### src/rtl/noc_traffic_gen.sv
// Multi-channel NoC packet source: each channel streams PKT_LIMIT flits (dir|hop|src|payload) over valid/ready.
// Optional per-channel stall counters are built when NOC_TRAFFIC_GEN_STATS_EN is defined.
module noc_traffic_gen #(
    parameter int NUM_PORTS  = 5,
    parameter int WIDTH      = 15,
    parameter int HOP_W      = 3,
    parameter int SRC_W      = 3,
    parameter int PKT_LIMIT  = 5,
    parameter int HOP_STEP   = 3,
    parameter int GAP_CYCLES = 0
) (
    input  logic                       clk,
    input  logic                       rst_n,
    input  logic                       start_i,
    input  logic [NUM_PORTS-1:0]       en_i,
    input  logic [2*NUM_PORTS-1:0]     mode_i,
    output logic [NUM_PORTS*WIDTH-1:0] pkt_o,
    output logic [NUM_PORTS-1:0]       valid_o,
    input  logic [NUM_PORTS-1:0]       ready_i,
    output logic [NUM_PORTS-1:0]       done_o,
    output logic                       all_done_o,
    output logic [16*NUM_PORTS-1:0]    stall_cnt_o
);

    localparam int PL_W  = WIDTH - 2 - HOP_W - SRC_W;
    localparam int CNT_W = $clog2(PKT_LIMIT + 1);
    localparam int GAP_W = (GAP_CYCLES > 1) ? $clog2(GAP_CYCLES) : 1;
    localparam logic [GAP_W-1:0] GAP_LOAD = GAP_W'((GAP_CYCLES > 0) ? GAP_CYCLES - 1 : 0);

    typedef enum logic [1:0] {
        ST_IDLE = 2'd0,
        ST_SEND = 2'd1,
        ST_GAP  = 2'd2,
        ST_DONE = 2'd3
    } state_e;

    // Handshake: a flit moves on a clk edge where valid_o[i] && ready_i[i];
    // once valid_o[i] is high, pkt_o for that channel holds until that edge.
    state_e           state_q [NUM_PORTS];
    logic [1:0]       dir_q   [NUM_PORTS];
    logic [HOP_W-1:0] hop_q   [NUM_PORTS];
    logic [PL_W-1:0]  pl_q    [NUM_PORTS];
    logic [CNT_W-1:0] cnt_q   [NUM_PORTS];
    logic [GAP_W-1:0] gap_q   [NUM_PORTS];
    logic [NUM_PORTS-1:0] valid_q;
    logic [NUM_PORTS-1:0] done_q;
    logic [NUM_PORTS-1:0] mask_q;

    logic [1:0]       dir_d   [NUM_PORTS];
    logic [HOP_W-1:0] hop_d   [NUM_PORTS];
    logic [PL_W-1:0]  pl_d    [NUM_PORTS];
    logic [CNT_W-1:0] cnt_d   [NUM_PORTS];
    logic [NUM_PORTS-1:0] launch;
    logic [NUM_PORTS-1:0] xfer;

    always_comb begin
        for (int i = 0; i < NUM_PORTS; i++) begin
            case (mode_i[2*i +: 2])
                2'd0:    dir_d[i] = dir_q[i] ^ 2'b01;
                2'd2:    dir_d[i] = dir_q[i] + 2'd1;
                default: dir_d[i] = dir_q[i];
            endcase
            hop_d[i]  = hop_q[i] + HOP_W'(HOP_STEP);
            pl_d[i]   = pl_q[i] + PL_W'(1);
            cnt_d[i]  = cnt_q[i] + CNT_W'(1);
            xfer[i]   = valid_q[i] & ready_i[i];
            launch[i] = start_i & en_i[i] &
                        ((state_q[i] == ST_IDLE) | (state_q[i] == ST_DONE));
        end
    end

    always_ff @(posedge clk) begin
        if (!rst_n) begin
            for (int i = 0; i < NUM_PORTS; i++) begin
                state_q[i] <= ST_IDLE;
                dir_q[i]   <= '0;
                hop_q[i]   <= '0;
                pl_q[i]    <= '0;
                cnt_q[i]   <= '0;
                gap_q[i]   <= '0;
            end
            valid_q <= '0;
            done_q  <= '0;
            mask_q  <= '0;
        end else begin
            for (int i = 0; i < NUM_PORTS; i++) begin
                case (state_q[i])
                    ST_IDLE, ST_DONE: begin
                        // Restart keeps the field values so a new run continues the sequence.
                        if (launch[i]) begin
                            state_q[i] <= ST_SEND;
                            valid_q[i] <= 1'b1;
                            done_q[i]  <= 1'b0;
                            cnt_q[i]   <= '0;
                            mask_q[i]  <= 1'b1;
                        end
                    end
                    ST_SEND: begin
                        if (xfer[i]) begin
                            dir_q[i] <= dir_d[i];
                            hop_q[i] <= hop_d[i];
                            pl_q[i]  <= pl_d[i];
                            cnt_q[i] <= cnt_d[i];
                            if (cnt_d[i] == CNT_W'(PKT_LIMIT)) begin
                                state_q[i] <= ST_DONE;
                                valid_q[i] <= 1'b0;
                                done_q[i]  <= 1'b1;
                            end else if (GAP_CYCLES != 0) begin
                                state_q[i] <= ST_GAP;
                                valid_q[i] <= 1'b0;
                                gap_q[i]   <= GAP_LOAD;
                            end
                        end
                    end
                    ST_GAP: begin
                        if (gap_q[i] == '0) begin
                            state_q[i] <= ST_SEND;
                            valid_q[i] <= 1'b1;
                        end else begin
                            gap_q[i] <= gap_q[i] - GAP_W'(1);
                        end
                    end
                    default: begin
                        state_q[i] <= ST_IDLE;
                        valid_q[i] <= 1'b0;
                    end
                endcase
            end
        end
    end

`ifdef NOC_TRAFFIC_GEN_STATS_EN
    logic [15:0] stall_q [NUM_PORTS];

    always_ff @(posedge clk) begin
        if (!rst_n) begin
            for (int i = 0; i < NUM_PORTS; i++) stall_q[i] <= '0;
        end else begin
            for (int i = 0; i < NUM_PORTS; i++) begin
                if (launch[i]) begin
                    stall_q[i] <= '0;
                end else if (valid_q[i] && !ready_i[i] && (stall_q[i] != 16'hFFFF)) begin
                    stall_q[i] <= stall_q[i] + 16'd1;
                end
            end
        end
    end
`endif

    for (genvar g = 0; g < NUM_PORTS; g++) begin : g_out
        localparam logic [SRC_W-1:0] SRC_ID = SRC_W'(g);
        assign pkt_o[g*WIDTH +: WIDTH] = valid_q[g] ? {dir_q[g], hop_q[g], SRC_ID, pl_q[g]} : '0;
`ifdef NOC_TRAFFIC_GEN_STATS_EN
        assign stall_cnt_o[g*16 +: 16] = stall_q[g];
`endif
    end

`ifndef NOC_TRAFFIC_GEN_STATS_EN
    assign stall_cnt_o = '0;
`endif

    assign valid_o    = valid_q;
    assign done_o     = done_q;
    // Only channels that were actually launched take part; nothing launched means not done.
    assign all_done_o = (|mask_q) & (&(done_q | ~mask_q));

endmodule
### config.mk
export PLATFORM = sky130hd
export DESIGN_NAME = noc_traffic_gen
export DESIGN_NICKNAME = d
export VERILOG_FILES = /design/src/rtl/noc_traffic_gen.sv
export SDC_FILE = /design/constraint.sdc
export NUM_CORES = 1
export LEC_CHECK = 0
export CORE_UTILIZATION = 40
export DETAILED_ROUTE_END_ITERATION = 16
export DONT_BUFFER_PORTS = 1
export SYNTH_ARGS = -nofsm -noshare
export SYNTH_HDL_FRONTEND = slang
export SYNTH_SLANG_ARGS = --single-unit
### constraint.sdc
create_clock -name clk -period 5.65 [get_ports clk]
set_clock_uncertainty 0.05 [all_clocks]
set_input_delay 1.695 -clock clk [delete_from_list [all_inputs] [get_ports clk]]
set_output_delay 1.695 -clock clk [all_outputs]
set_load 0.01 [all_outputs]
==> results of run 1 <==
==> critical path: stages (launching register included) <==
cell	delay, ns
dfxtp_1	0.69
inv_1	0.20
nor2_1	0.28
==> registers in the layout, summed over array words and instances (netlist names), 10 cells and up <==
register,flops
cnt_q,15
dir_q,10
hop_q,15
pl_q,35
state_q,10
==> kinds of logic after synthesis <==
| family | count (synthesis) |
|---|---|
| AND/OR/NAND/NOR | 262 |
| AO/OA/AOI/OAI | 52 |
| buffers and inverters | 151 |
| flip-flops | 105 |
| XOR/XNOR | 40 |
| adder cells (fa/ha/maj) | 30 |
| other | 1 |
==> cell usage in the layout, fill, tap and decap left out, types with 2 or more instances in the layout <==
master / netlist / layout
conb_1: 1 / 90
edfxtp_1: 89 / 89
and2_1: 72 / 72
nor2_1: 66 / 66
inv_1: 37 / 37
nand2_1: 32 / 32
nand3_1: 30 / 30
ha_1: 30 / 30
xor2_1: 20 / 20
xnor2_1: 20 / 20
and3_1: 18 / 17
dfxtp_1: 16 / 16
a21oi_1: 13 / 13
o21ai_0: 10 / 10
clkbuf_16: 0 / 9
a21boi_1: 8 / 8
a21boi_0: 8 / 8
nand4_1: 7 / 7
nor2b_1: 6 / 6
nand2b_1: 6 / 6
nor3_1: 6 / 6
nor3b_1: 5 / 5
a21bo_2: 4 / 4
or2_2: 4 / 4
a31oi_1: 4 / 4
and4_1: 3 / 3
and4_4: 2 / 2
nand3b_1: 2 / 2
o21a_1: 2 / 2
inv_6: 0 / 2
==> through the flow <==
step           cells   util  worst slack [ns]  total power, µW  cell area [µm²]
2_1_floorplan    730      -              2.63             1340             6750
3_3_place_gp     828  0.401              2.14             1340             6190
3_5_place_dp     828  0.401              2.11             1350             6190
4_1_cts          844  0.421              2.35             2000             6490
5_1_grt          844  0.421              2.24             2080             6490
6_report         844  0.421              2.39             1970             6490
==> synthesized netlist by cell type, drive strengths merged (7+ instances only) <==
library cell	count	area share
xnor2	20	0.027
o21ai	10	0.0078
nand4	7	0.0068
a21oi	13	0.010
nand3	30	0.023
ha	30	0.058
xor2	20	0.027
a21boi	16	0.019
nor2	66	0.039
dfxtp	16	0.050
and3	18	0.018
edfxtp	89	0.42
and2	72	0.070
buf	106	0.13
nand2	32	0.019
inv	37	0.022
nor3	7	0.0062
clkbuf	8	0.0047
==> worst paths after layout <==
path / endpoint / slack, ns
setup / recovery: pkt_o[41] / 2.39
hold / removal: mask_q[4]$_SDFFE_PN0P_ / 0.42
setup reg to reg: dir_q[0][7]$_SDFFCE_PP0P_ / 3.11
hold reg to reg: mask_q[4]$_SDFFE_PN0P_ / 0.42
==> metal layers <==
layer,vias to the layer above,global-route usage,routed length (µm)
li1,1932,-,-
met1,1824,0.182,5470
met2,111,0.230,5350
met3,11,0.0478,736
met4,0,0.0374,138
met5,-,0,0
==> power by group <==
part           switching, µW  leakage [µW]  total, µW  internal, µW
combinational            204       0.00157        324           119
clock                    286      0.000150        635           349
sequential              80.9       0.00105       1010           929
total                    572       0.00277       1970          1400
==> area by class of cell <==
type | count | share of cell area
Clock inverter | 7 | 0.0118
Sequential cell | 105 | 0.461
Multi-Input combinational cell | 474 | 0.429
Clock buffer | 9 | 0.0347
Inverter | 37 | 0.0214
Timing Repair Buffer | 1 | 0.00116
Tap cell | 211 | 0.0407
==> metrics.md, run 1 <==
| Metric | Value |
|---|---|
| Clk slew on worst S/H paths | `0.07 ns` |
| Die width | `129 µm` |
| Area of the multi-input gates | `2780 µm²` |
| Core Region | `~15000 µm²` |
| Reg2reg path depth | `5` |
| Final setup fails | `0` |
| Placement Rows | `45` |
| DR vias/cell | `4.59` |
| Tightest Pin Transition | `approximately 1.1 ns` |
| Routed wire length | `11700 µm` |
| CTS tree | `built` |
| Number of hold buffers added after CTS | `0` |
| Per-instance average area after synthesis | `10.0 µm²` |
| Post-route minimum period | `3.26 ns` |
| Slew margin rel. | `0.292` |
| Type of origin of the critical path | `register` |
| Grt total ovfl | `0` |
| Layout Nets | `681` |
| First-pass GRT wire length | `18200 µm` |
| Inserted Diodes | `0` |
| Routability congestion estimate from global placement | `0.770` |
| Worst setup path start | `valid_o[2]$_SDFFE_PN0P_` |
| Seq/Total Area, Yosys | `0.466` |
| DRC errors left | `0` |
| Max H-tree Level | `3` |
| Critical Path RT | `between 3 and 4 ns` |
| Post-Route Setup TNS | `0 ns` |
| WHS | `a little over 0.4 ns` |
| Die Ht | `129 µm` |
| Routed vias | `3878` |
| Worst-Skew Late Latency | `0.35 ns` |
| Fin. Hold Viols | `0` |
| Postcts setup bufs | `0` |
| Largest net degree at the start of global routing | `56` |
| Hold_sp | `mask_q[4]$_SDFFE_PN0P_` |
| Synth Area in Adders | `0.0585` |
| Run status | `completed` |
| P per Cell Area | `slightly above 300 nW/µm²` |
| Vias in the first global route | `3660` |
| Post-synth EDFFs | `89` |
| Final cycle utilization of the critical path | `0.577` |
| WHS Path Cells | `2` |
| Synth unique cells | `38` |
| RR Startpoint | `valid_o[3]$_SDFFE_PN0P_` |
| CP endpoint kind | `output port` |
| Worst vdd ir | `0.000186 V` |
| Top_reg_cell synth | `edfxtp_1` |
| Routed wire per std cell | `13.9 µm` |
| Layout cells sized above 1 | `0.0458` |
| Compound-Gate Fraction of Synth Area | `0.0528` |
| Clock Path Buffers | `2` |
| Total GRT Usage | `0.142` |
| Initial antenna violation count | `0` |
| Area Overhead vs Synth | `1.09%` |
| Syn Inst Count | `641` |
| Fill count | `1548` |
| Largest family of logic cells by synthesized area | `simple AND/OR/NAND/NOR gates` |
| Lkg Pwr | `0.00277 µW` |
| Async set-reset flop share out of synthesis | `0` |
| RSZ-0062 raised after global routing | `false` |
| PortBufs | `0` |
| Sequential cell area | `roughly 3000 µm²` |
| Max_cap viols | `0` |
| Initial Util | `0.416` |
| # resized after CTS | `0` |
| Final Slew Violations | `0` |
| Antenna viol nets, final | `0` |
| Total die area | `16600 µm²` |
| Synth Area in XOR/XNOR | `0.0546` |
| Crit path max fanout | `16` |
| Mapped Area | `between 6000 and 7000 µm²` |
| Post-synthesis mux area share | `0` |
| Hold Crit Class | `register to register` |
| CP arrival | `between 1.5 and 2 ns` |
| DRT Pass-1 Iters | `4` |
| Clock Sinks | `105` |
| Simple-gate portion of the synthesized area | `0.215` |
| Crit path kind | `register to output port` |
| IO Pins | `about 190` |
| CTS buffer count | `9` |
| HPWL after DPL | `roughly 8600 µm` |
| Initial DRC Count | `218` |
| Root Buffer | `clkbuf_16` |
| Fmax | `307 MHz` |
| YS warnings | `0` |
| Synthesized flop and latch total | `105` |
Note: power is estimated with default switching activity, not from simulation.
==> run 2, diff against run 1 <==
==> constraint.sdc (replaced) <==
create_clock -name clk -period 3.13 [get_ports clk]
set_clock_uncertainty 0.05 [all_clocks]
set_input_delay 0.939 -clock clk [delete_from_list [all_inputs] [get_ports clk]]
set_output_delay 0.939 -clock clk [all_outputs]
set_load 0.01 [all_outputs]
==> metrics.md, run 2 (synthesized netlist as in run 1, its figures left out) <==
| Metric | Value |
|---|---|
| Run status | `completed` |
| First-pass GRT wire length | `18500 µm` |
| Layout Nets | `685` |
| Worst-Skew Late Latency | `0.35 ns` |
| Final Slew Violations | `0` |
| Root Buffer | `clkbuf_16` |
| Layout cells sized above 1 | `0.0487` |
| Routability congestion estimate from global placement | `about 0.78` |
| Routed wire per std cell | `14.1 µm` |
| Internal | `2520 µW` |
| Total GRT Usage | `0.147` |
| Routed wire length | `12000 µm` |
| Clk pwr share | `0.318` |
| Largest net degree at the start of global routing | `56` |
| Placement Rows | `45` |
| CP endpoint kind | `output port` |
| DR vias/cell | `4.64` |
| Post-route minimum period | `approximately 2.5 ns` |
| Number of hold buffers added after CTS | `0` |
| Initial antenna violation count | `0` |
| Antenna viol nets, final | `0` |
| Vias in the first global route | `3597` |
| Fmax | `about 400 MHz` |
| Clock Path Buffers | `2` |
| Critical path's slowest cell | `dfxtp_1` |
| CP max stage delay | `0.71 ns` |
| DRC errors left | `0` |
| DRT Pass-1 Iters | `4` |
| PortBufs | `0` |
| Combinational fraction of design power | `0.168` |
| IO Pins | `189` |
| Grt met1 use | `0.187` |
| Top Registers | `pl_q (35), cnt_q (15), hop_q (15)` |
| Die width | `129 µm` |
| Crit path max fanout | `16` |
| Busiest grt layer | `met2` |
| Critical Path RT | `about 2.1 ns` |
| Grt total ovfl | `0` |
| Total die area | `16600 µm²` |
| Worst vdd ir | `0.000246 V` |
| CTS tree | `built` |
| Routed vias | `3931` |
| Most flop-heavy register | `pl_q` |
| Met3 Usage GRT | `0.0399` |
| Most frequent cells in the layout | `conb_1, edfxtp_1, and2_1` |
| Final total power | `approximately 3500 µW` |
| Clk slew on worst S/H paths | `0.07 ns` |
| Initial DRC Count | `around 240` |
| CP Cell Sequence | `inv_1 > nor2_1` |
| Die Ht | `129 µm` |
| Sw frac | `0.290` |
| Final Util | `0.422` |
| HPWL after DPL | `8980 µm` |
| RSZ-0062 raised after global routing | `false` |
| CTS buffer count | `9` |
| Fill count | `1562` |
| Max FFs per register | `35` |
| Type of origin of the critical path | `register` |
| Inserted Diodes | `0` |
| Commonest non-fill, non-tap cell in the layout | `conb_1` |
| Postcts setup bufs | `0` |
| Area Overhead vs Synth | `1.35%` |
| Lkg Pwr | `around 0.0028 µW` |
| Hold Crit Class | `register to register` |
| # resized after CTS | `0` |
| Met2 Track Usage GR | `0.239` |
| Share of total power in sequential cells | `0.514` |
| Final setup fails | `0` |
| Max_cap viols | `0` |
| Post-Route Setup TNS | `0 ns` |
| Sw Pwr | `1030 µW` |
| WHS Path Cells | `2` |
| Final cycle utilization of the critical path | `0.799` |
| Fin. Hold Viols | `0` |
| Crit path kind | `register to output port` |
| Reg2reg path depth | `3` |
| CP arrival | `around 1.5 ns` |
| Clock Sinks | `between 100 and 150` |
| P per Cell Area | `545 nW/µm²` |
| Initial Util | `0.416` |
| Core Region | `15400 µm²` |
| Tightest Pin Transition | `0.742 ns` |
| Max H-tree Level | `3` |
| Slew margin rel. | `0.504` |
## run 2: critical path: cells and delay by family (launching register included)
kind | cells | cell delay [ns]
buffers and inverters | 1 | 0.20
DFF | 1 | 0.71
and+or+nand+nor | 1 | 0.25
## run 2: area by class of cell
cell class / instances / area (µm²) / area share
clock buffers: 10 / 229 / 0.0352
clock inverters: 6 / 58.8 / 0.00904
inverters: 37 / 139 / 0.0214
multi-input cells: 474 / 2780 / 0.428
flip-flops and latches: 105 / 2990 / 0.460
well taps: 211 / 264 / 0.0406
repair buffers: 5 / 37.5 / 0.00577
## run 2: worst paths after layout
path                            from                         to  slack [ns]
min           mask_q[4]$_SDFFE_PN0P_     mask_q[4]$_SDFFE_PN0P_        0.42
min reg2reg   mask_q[4]$_SDFFE_PN0P_     mask_q[4]$_SDFFE_PN0P_        0.42
max reg2reg  valid_o[2]$_SDFFE_PN0P_  dir_q[0][4]$_SDFFCE_PP0P_        0.90
max          valid_o[2]$_SDFFE_PN0P_                  pkt_o[40]        0.63
## run 2: power by group through the flow
stage	logic [µW]	clock network (µW)	registers, µW
after floorplan	632	0	1790
final	596	1130	1820
after global routing	683	1210	1840
after CTS	605	1160	1820
after detailed placement	601	0	1850
after global placement	584	0	1850
## run 2: routing by layer
metal | vias up | share of wire
met1 | 1859 | 0.45
li1 | 1945 | -
met3 | 13 | 0.056
met2 | 114 | 0.48
met4 | 0 | 0.015
met5 | - | 0
## run 2: stage by stage
stage | hold slack (ns) | cell area, µm² | worst slack (ns) | cells
after global placement | 0.402 | 6220 | 0.791 | 832
final | 0.419 | 6500 | 0.629 | 848
after detailed placement | 0.410 | 6220 | 0.754 | 832
after floorplan | 0.386 | 6750 | 0.868 | 730
after CTS | 0.426 | 6500 | 0.598 | 848
after global routing | 0.454 | 6500 | 0.522 | 848
